**config.mk**
```make
export PLATFORM = sky130hd
export DESIGN_NAME = pipe_skid_reg
export DESIGN_NICKNAME = d
export VERILOG_FILES = /design/src/rtl/pipe_pkg.sv /design/src/rtl/en_reg.sv /design/src/rtl/pipe_skid_reg.sv
export SDC_FILE = /design/constraint.sdc
export NUM_CORES = 1
export LEC_CHECK = 0
export CAP_MARGIN = 20
export CELL_PAD_IN_SITES_DETAIL_PLACEMENT = 0
export CELL_PAD_IN_SITES_GLOBAL_PLACEMENT = 1
export CORE_MARGIN = 4
export CORE_UTILIZATION = 44
export CTS_CLUSTER_DIAMETER = 150
export CTS_CLUSTER_SIZE = 20
export DETAILED_ROUTE_END_ITERATION = 16
export PLACE_DENSITY_LB_ADDON = 0.1
export SYNTH_ARGS = -nofsm -noshare
export SYNTH_HDL_FRONTEND = slang
export SYNTH_HIERARCHICAL = 1
export SYNTH_SLANG_ARGS = --single-unit
```
**constraint.sdc**
```tcl
create_clock -name clk -period 3 [get_ports clk]
set_input_delay 0.6 -clock clk [delete_from_list [all_inputs] [get_ports clk]]
set_output_delay 0.6 -clock clk [all_outputs]
set_load 0.05 [all_outputs]
```
**src/rtl/pipe_pkg.sv**
```systemverilog
// Shared definitions for the elastic pipeline register: occupancy states and the
// default bubble (NOP) payload.
package pipe_pkg;

   typedef enum logic [1:0] {
      ST_EMPTY = 2'd0,
      ST_ONE   = 2'd1,
      ST_FULL  = 2'd2
   } state_t;

   localparam logic [31:0] NOP_VAL = 32'h0000_0000;

endpackage : pipe_pkg

```
**src/rtl/en_reg.sv**
```systemverilog
// Load-enabled register with asynchronous active-low clear to a parameterised value.
// Used for both the main and the skid entry of pipe_skid_reg.
module en_reg #(
   parameter int               WIDTH   = 32,
   parameter logic [WIDTH-1:0] RST_VAL = '0
) (
   input  logic             clk,
   input  logic             clrn,
   input  logic             en,
   input  logic [WIDTH-1:0] d,
   output logic [WIDTH-1:0] q
);

   // NOTE: sequential state is always written with <= so every flop samples
   // pre-edge values regardless of the order the simulator evaluates blocks.
   always_ff @(posedge clk or negedge clrn) begin
      if (!clrn)
         q <= RST_VAL;
      else if (en)
         q <= d;
   end

endmodule : en_reg

```
**src/rtl/pipe_skid_reg.sv**
```systemverilog
// Two-entry elastic pipeline register (main + skid) with registered in_ready,
// synchronous flush and a saturating stall-cycle counter.
module pipe_skid_reg
   import pipe_pkg::*;
#(
   parameter int               WIDTH      = 32,
   parameter logic [WIDTH-1:0] BUBBLE_VAL = WIDTH'(NOP_VAL),
   parameter int               CNT_W      = 16
) (
   input  logic             clk,
   input  logic             clrn,
   input  logic             in_valid,
   output logic             in_ready,
   input  logic [WIDTH-1:0] in_data,
   output logic             out_valid,
   input  logic             out_ready,
   output logic [WIDTH-1:0] out_data,
   input  logic             flush,
   input  logic             cnt_clr,
   output logic [CNT_W-1:0] stall_cnt
);

   state_t           state, state_nxt;
   logic             accept, pop, stall;
   logic             main_en, skid_en;
   logic [WIDTH-1:0] main_d, main_q, skid_q;

   // Both handshake outputs decode only the state flops, so neither depends
   // combinationally on in_valid or out_ready.
   assign in_ready  = (state != ST_FULL);
   assign out_valid = (state != ST_EMPTY);
   assign out_data  = main_q;

   assign accept = in_valid & in_ready;
   assign pop    = out_valid & out_ready;
   assign stall  = out_valid & ~out_ready;

   always_ff @(posedge clk or negedge clrn) begin
      if (!clrn)
         state <= ST_EMPTY;
      else
         state <= state_nxt;
   end

   // NOTE: every signal assigned here gets a default first, so no path through
   // the case statement can leave one unassigned and infer a latch.
   always_comb begin
      state_nxt = state;
      main_en   = 1'b0;
      main_d    = in_data;
      skid_en   = 1'b0;

      if (flush) begin
         state_nxt = ST_EMPTY;
         main_en   = 1'b1;
         main_d    = BUBBLE_VAL;
      end else begin
         unique case (state)
            ST_EMPTY: begin
               if (accept) begin
                  state_nxt = ST_ONE;
                  main_en   = 1'b1;
               end
            end
            ST_ONE: begin
               if (accept && pop) begin
                  main_en = 1'b1;
               end else if (accept) begin
                  state_nxt = ST_FULL;
                  skid_en   = 1'b1;
               end else if (pop) begin
                  // Draining to EMPTY reloads the bubble so out_data is NOP while invalid.
                  state_nxt = ST_EMPTY;
                  main_en   = 1'b1;
                  main_d    = BUBBLE_VAL;
               end
            end
            ST_FULL: begin
               if (pop) begin
                  state_nxt = ST_ONE;
                  main_en   = 1'b1;
                  main_d    = skid_q;
               end
            end
            default: begin
               state_nxt = ST_EMPTY;
               main_en   = 1'b1;
               main_d    = BUBBLE_VAL;
            end
         endcase
      end
   end

   en_reg #(
      .WIDTH   (WIDTH),
      .RST_VAL (BUBBLE_VAL)
   ) u_main (
      .clk  (clk),
      .clrn (clrn),
      .en   (main_en),
      .d    (main_d),
      .q    (main_q)
   );

   // NOTE: the skid payload is a don't-care while empty, but it is still reset
   // so the post-reset state is fully defined and X-free in simulation.
   en_reg #(
      .WIDTH   (WIDTH),
      .RST_VAL ('0)
   ) u_skid (
      .clk  (clk),
      .clrn (clrn),
      .en   (skid_en),
      .d    (in_data),
      .q    (skid_q)
   );

   // Flush squashes entries only; the performance counter keeps running.
   always_ff @(posedge clk or negedge clrn) begin
      if (!clrn)
         stall_cnt <= '0;
      else if (cnt_clr)
         stall_cnt <= '0;
      else if (stall && (stall_cnt != {CNT_W{1'b1}}))
         stall_cnt <= stall_cnt + CNT_W'(1);
   end

endmodule : pipe_skid_reg

```
==> flow_metrics.tcl <==
set metrics [dict create \
    drt-met1-wl_um 4920 \
    overflow 0 \
    syn_area_um2 4420 \
    ys_top_cells_by_area "dfrtp_1 (46%), mux2_4 (20%), a211oi_1 (5.6%)" \
    critPathSlowestCell "clkdlybuf4s50_1" \
    antenna_found_initial 0 \
    end_kind "primary output" \
    final.setup_skew_ns 0.00642 \
    grt_pass1_wl_um 17200 \
    reg2reg_slack_ns 0.96 \
    die-width_um 108 \
    ys.flop_type "dfrtp_1" \
    drcViolationCount 0 \
    layout_setup_ws_ns 0.482 \
    yosysTopAreaCell "dfrtp_1" \
    place_worst_setup_slack_ns 0.258 \
    final_nets 488 \
    avgViaCountPerCell 5.58 \
    top_level_ports 88 \
    max_slew.worst_pin.slew_ns 0.700 \
    max_stage_delay_ns 0.82 \
    hold_class "in2async" \
    synth_edf_count 0 \
    via_count 3278 \
    synth_nets 411 \
    worst_r2r_endpoint "stall_cnt[12]$_DFFE_PN0P_" \
    cts_buffers 9 \
    die_y_um 108 \
    synth_cells 372 \
    place_congestion 0.771 \
    setup_tns_ns 0 \
    drtAntennaViolNets 0 \
    status "complete, no violations" \
    routed_wl_um 10400 \
    route.met3.wl_um 404 \
    layout-drive-gt1-share 0.229 \
    drt_iter0_drc 138 \
    power_leakage_nw 2.28 \
    root_buffer "clkbuf_8" \
    power.total_w 0.00293 \
    clk_pin_slew_worst_paths_ns 0.08 \
    ys_types 37 \
    path_cells "nor2b_2 -> inv_1 -> clkdlybuf4s50_1" \
    synth_most_common_cell "dfrtp_1" \
    report.final.hold_viol_count 0 \
    numPortBuffers 87 \
    cp_max_fo 9 \
    cts_sinks 82 \
    netlist_top_cells_count "dfrtp_1 (82), mux2_4 (60), a21oi_1 (46)" \
    setup_viol 0 \
    grt_max_degree 83 \
    cts_tree "built" \
    clk_latency_ns 0.35 \
    grt_usage 0.189 \
    required_ns 2.40 \
    drt-pass1-iter-count 4 \
    highest_layer "met4" \
    cp-startpoint "state[1]$_DFFE_PN0P_" \
    max_freq_ghz 0.397 \
    period_needed_ns 2.52 \
    ff2ff_path_depth 5 \
    power.density_nw_per_um2 527 \
    cts_hold_buf 0 \
    nFillCells 886 \
    die-area_um2 11700 \
    ir_worst_vdd_mv 0.273 \
    synth_seq_cells 82 \
    drv_slew 0 \
    rows 36 \
    ys_seq_area_frac 0.465 \
    num_antenna_cells 0 \
    critical_path_class "reg2out" \
    wl_met2_um 4830 \
    clockBufferDepth 2 \
    postSynthAreaPerCell_um2 11.9 \
    grt_pass1_vias 3351 \
    r2r-start "stall_cnt[0]$_DFFE_PN0P_" \
    htreeDepth 3 \
    cts_resized 0 \
    finalCritPeriodShare 0.839 \
    initial_core_util 0.452 \
    cts_setup_buffers 0 \
    relSlewSlack 0.532 \
    rsz0062_at_grt "no" \
    max-cap-violations 0 \
    yosysTopAreaCellShare 0.465 \
    critPathArrivalTime_ns 1.92 \
    syn2layout_area_growth_pct 25.9 \
    dp_hpwl_um 6520 \
    synth-async-reset-ratio 1.00 \
    fp.coreArea_um2 9770 \
    post_drt_wl_per_cell_um 17.6 \
    startpoint_type "flip-flop" \
    ys_warn_count 6 \
]
[worst max-delay path by stage]
| stage | end | cells past startpoint |
|---|---|---|
| finish | in_ready | 3 |
| global route | in_ready | 3 |
| CTS | in_ready | 3 |
| detailed placement | stall_cnt[11]$_DFFE_PN0P_ | 5 |
| global placement | stall_cnt[15]$_DFFE_PN0P_ | 5 |
| floorplan | u_main/q[0]$_DFFE_PN0P_ | 9 |
[worst max-delay path, delay by kind of cell, from the launching register on]
| kind | cells | cell delay [ns] |
|---|---|---|
| AND/OR/NAND/NOR | 1 | 0.20 |
| flip-flops | 1 | 0.47 |
| buffers and inverters | 2 | 0.91 |
[state kept, by name (all words and copies together) (netlist names)]
signal / flops
state: 2
u_skid/q: 32
stall_cnt: 16
u_main/q: 32
[routing by layer]
layer / GRT usage / vias up
met4: 0.0812 / 0
li1: - / 1541
met1: 0.260 / 1649
met2: 0.297 / 72
met5: 0 / -
met3: 0.0293 / 16
[cell type report]
cell class / count / area (um^2) / area share
Clock buffer: 11 / 131 / 0.0236
Clock inverter: 5 / 55.1 / 0.00991
Inverter: 7 / 26.3 / 0.00473
Multi-Input combinational cell: 252 / 2110 / 0.380
Sequential cell: 82 / 2050 / 0.369
Tap cell: 133 / 166 / 0.0299
Timing Repair Buffer: 97 / 1010 / 0.182
[power breakdown]
part           total (W)  switching (W)  internal (W)
clock           0.000779       0.000396      0.000383
combinational   0.000743       0.000355      0.000388
sequential       0.00140       0.000128       0.00128
total            0.00293       0.000879       0.00205
[through the flow]
stage | hold WS [ns] | util | instance area (um^2) | cells
2_1_floorplan | 0.304 | - | 4420 | 372
3_3_place_gp | 0.497 | 0.547 | 5340 | 570
3_5_place_dp | 0.496 | 0.547 | 5340 | 570
4_1_cts | 0.468 | 0.566 | 5530 | 586
5_1_grt | 0.199 | 0.569 | 5560 | 587
6_report | 0.188 | 0.569 | 5560 | 587
[layout by cell type (no fill, tap or decap), drive strengths merged, types with 3 or more instances in the layout]
cell and count:
or3 6, nand4 3, nand2 4, mux2 67, inv 7, a21oi 46
clkbuf 11, nand3 6, nor2 8, or4 9, dfrtp 82, nor2b 5
a211oi 33, o21ai 35, buf 11, nor3 3, clkdlybuf4s50 86, or2 4
o31ai 8
[cells by family (layout without fill, tap and decap cells)]
| kind of cell | Yosys count | in the layout | share of synthesized area |
|---|---|---|---|
| simple gates | 55 | 55 | 0.0765 |
| mux | 67 | 67 | 0.222 |
| compound gates | 129 | 129 | 0.176 |
| fa+ha+maj | 1 | 1 | 0.00283 |
| flops | 82 | 82 | 0.465 |
| buf+inv | 38 | 120 | 0.0584 |
Power figures use the tool's default switching activity.
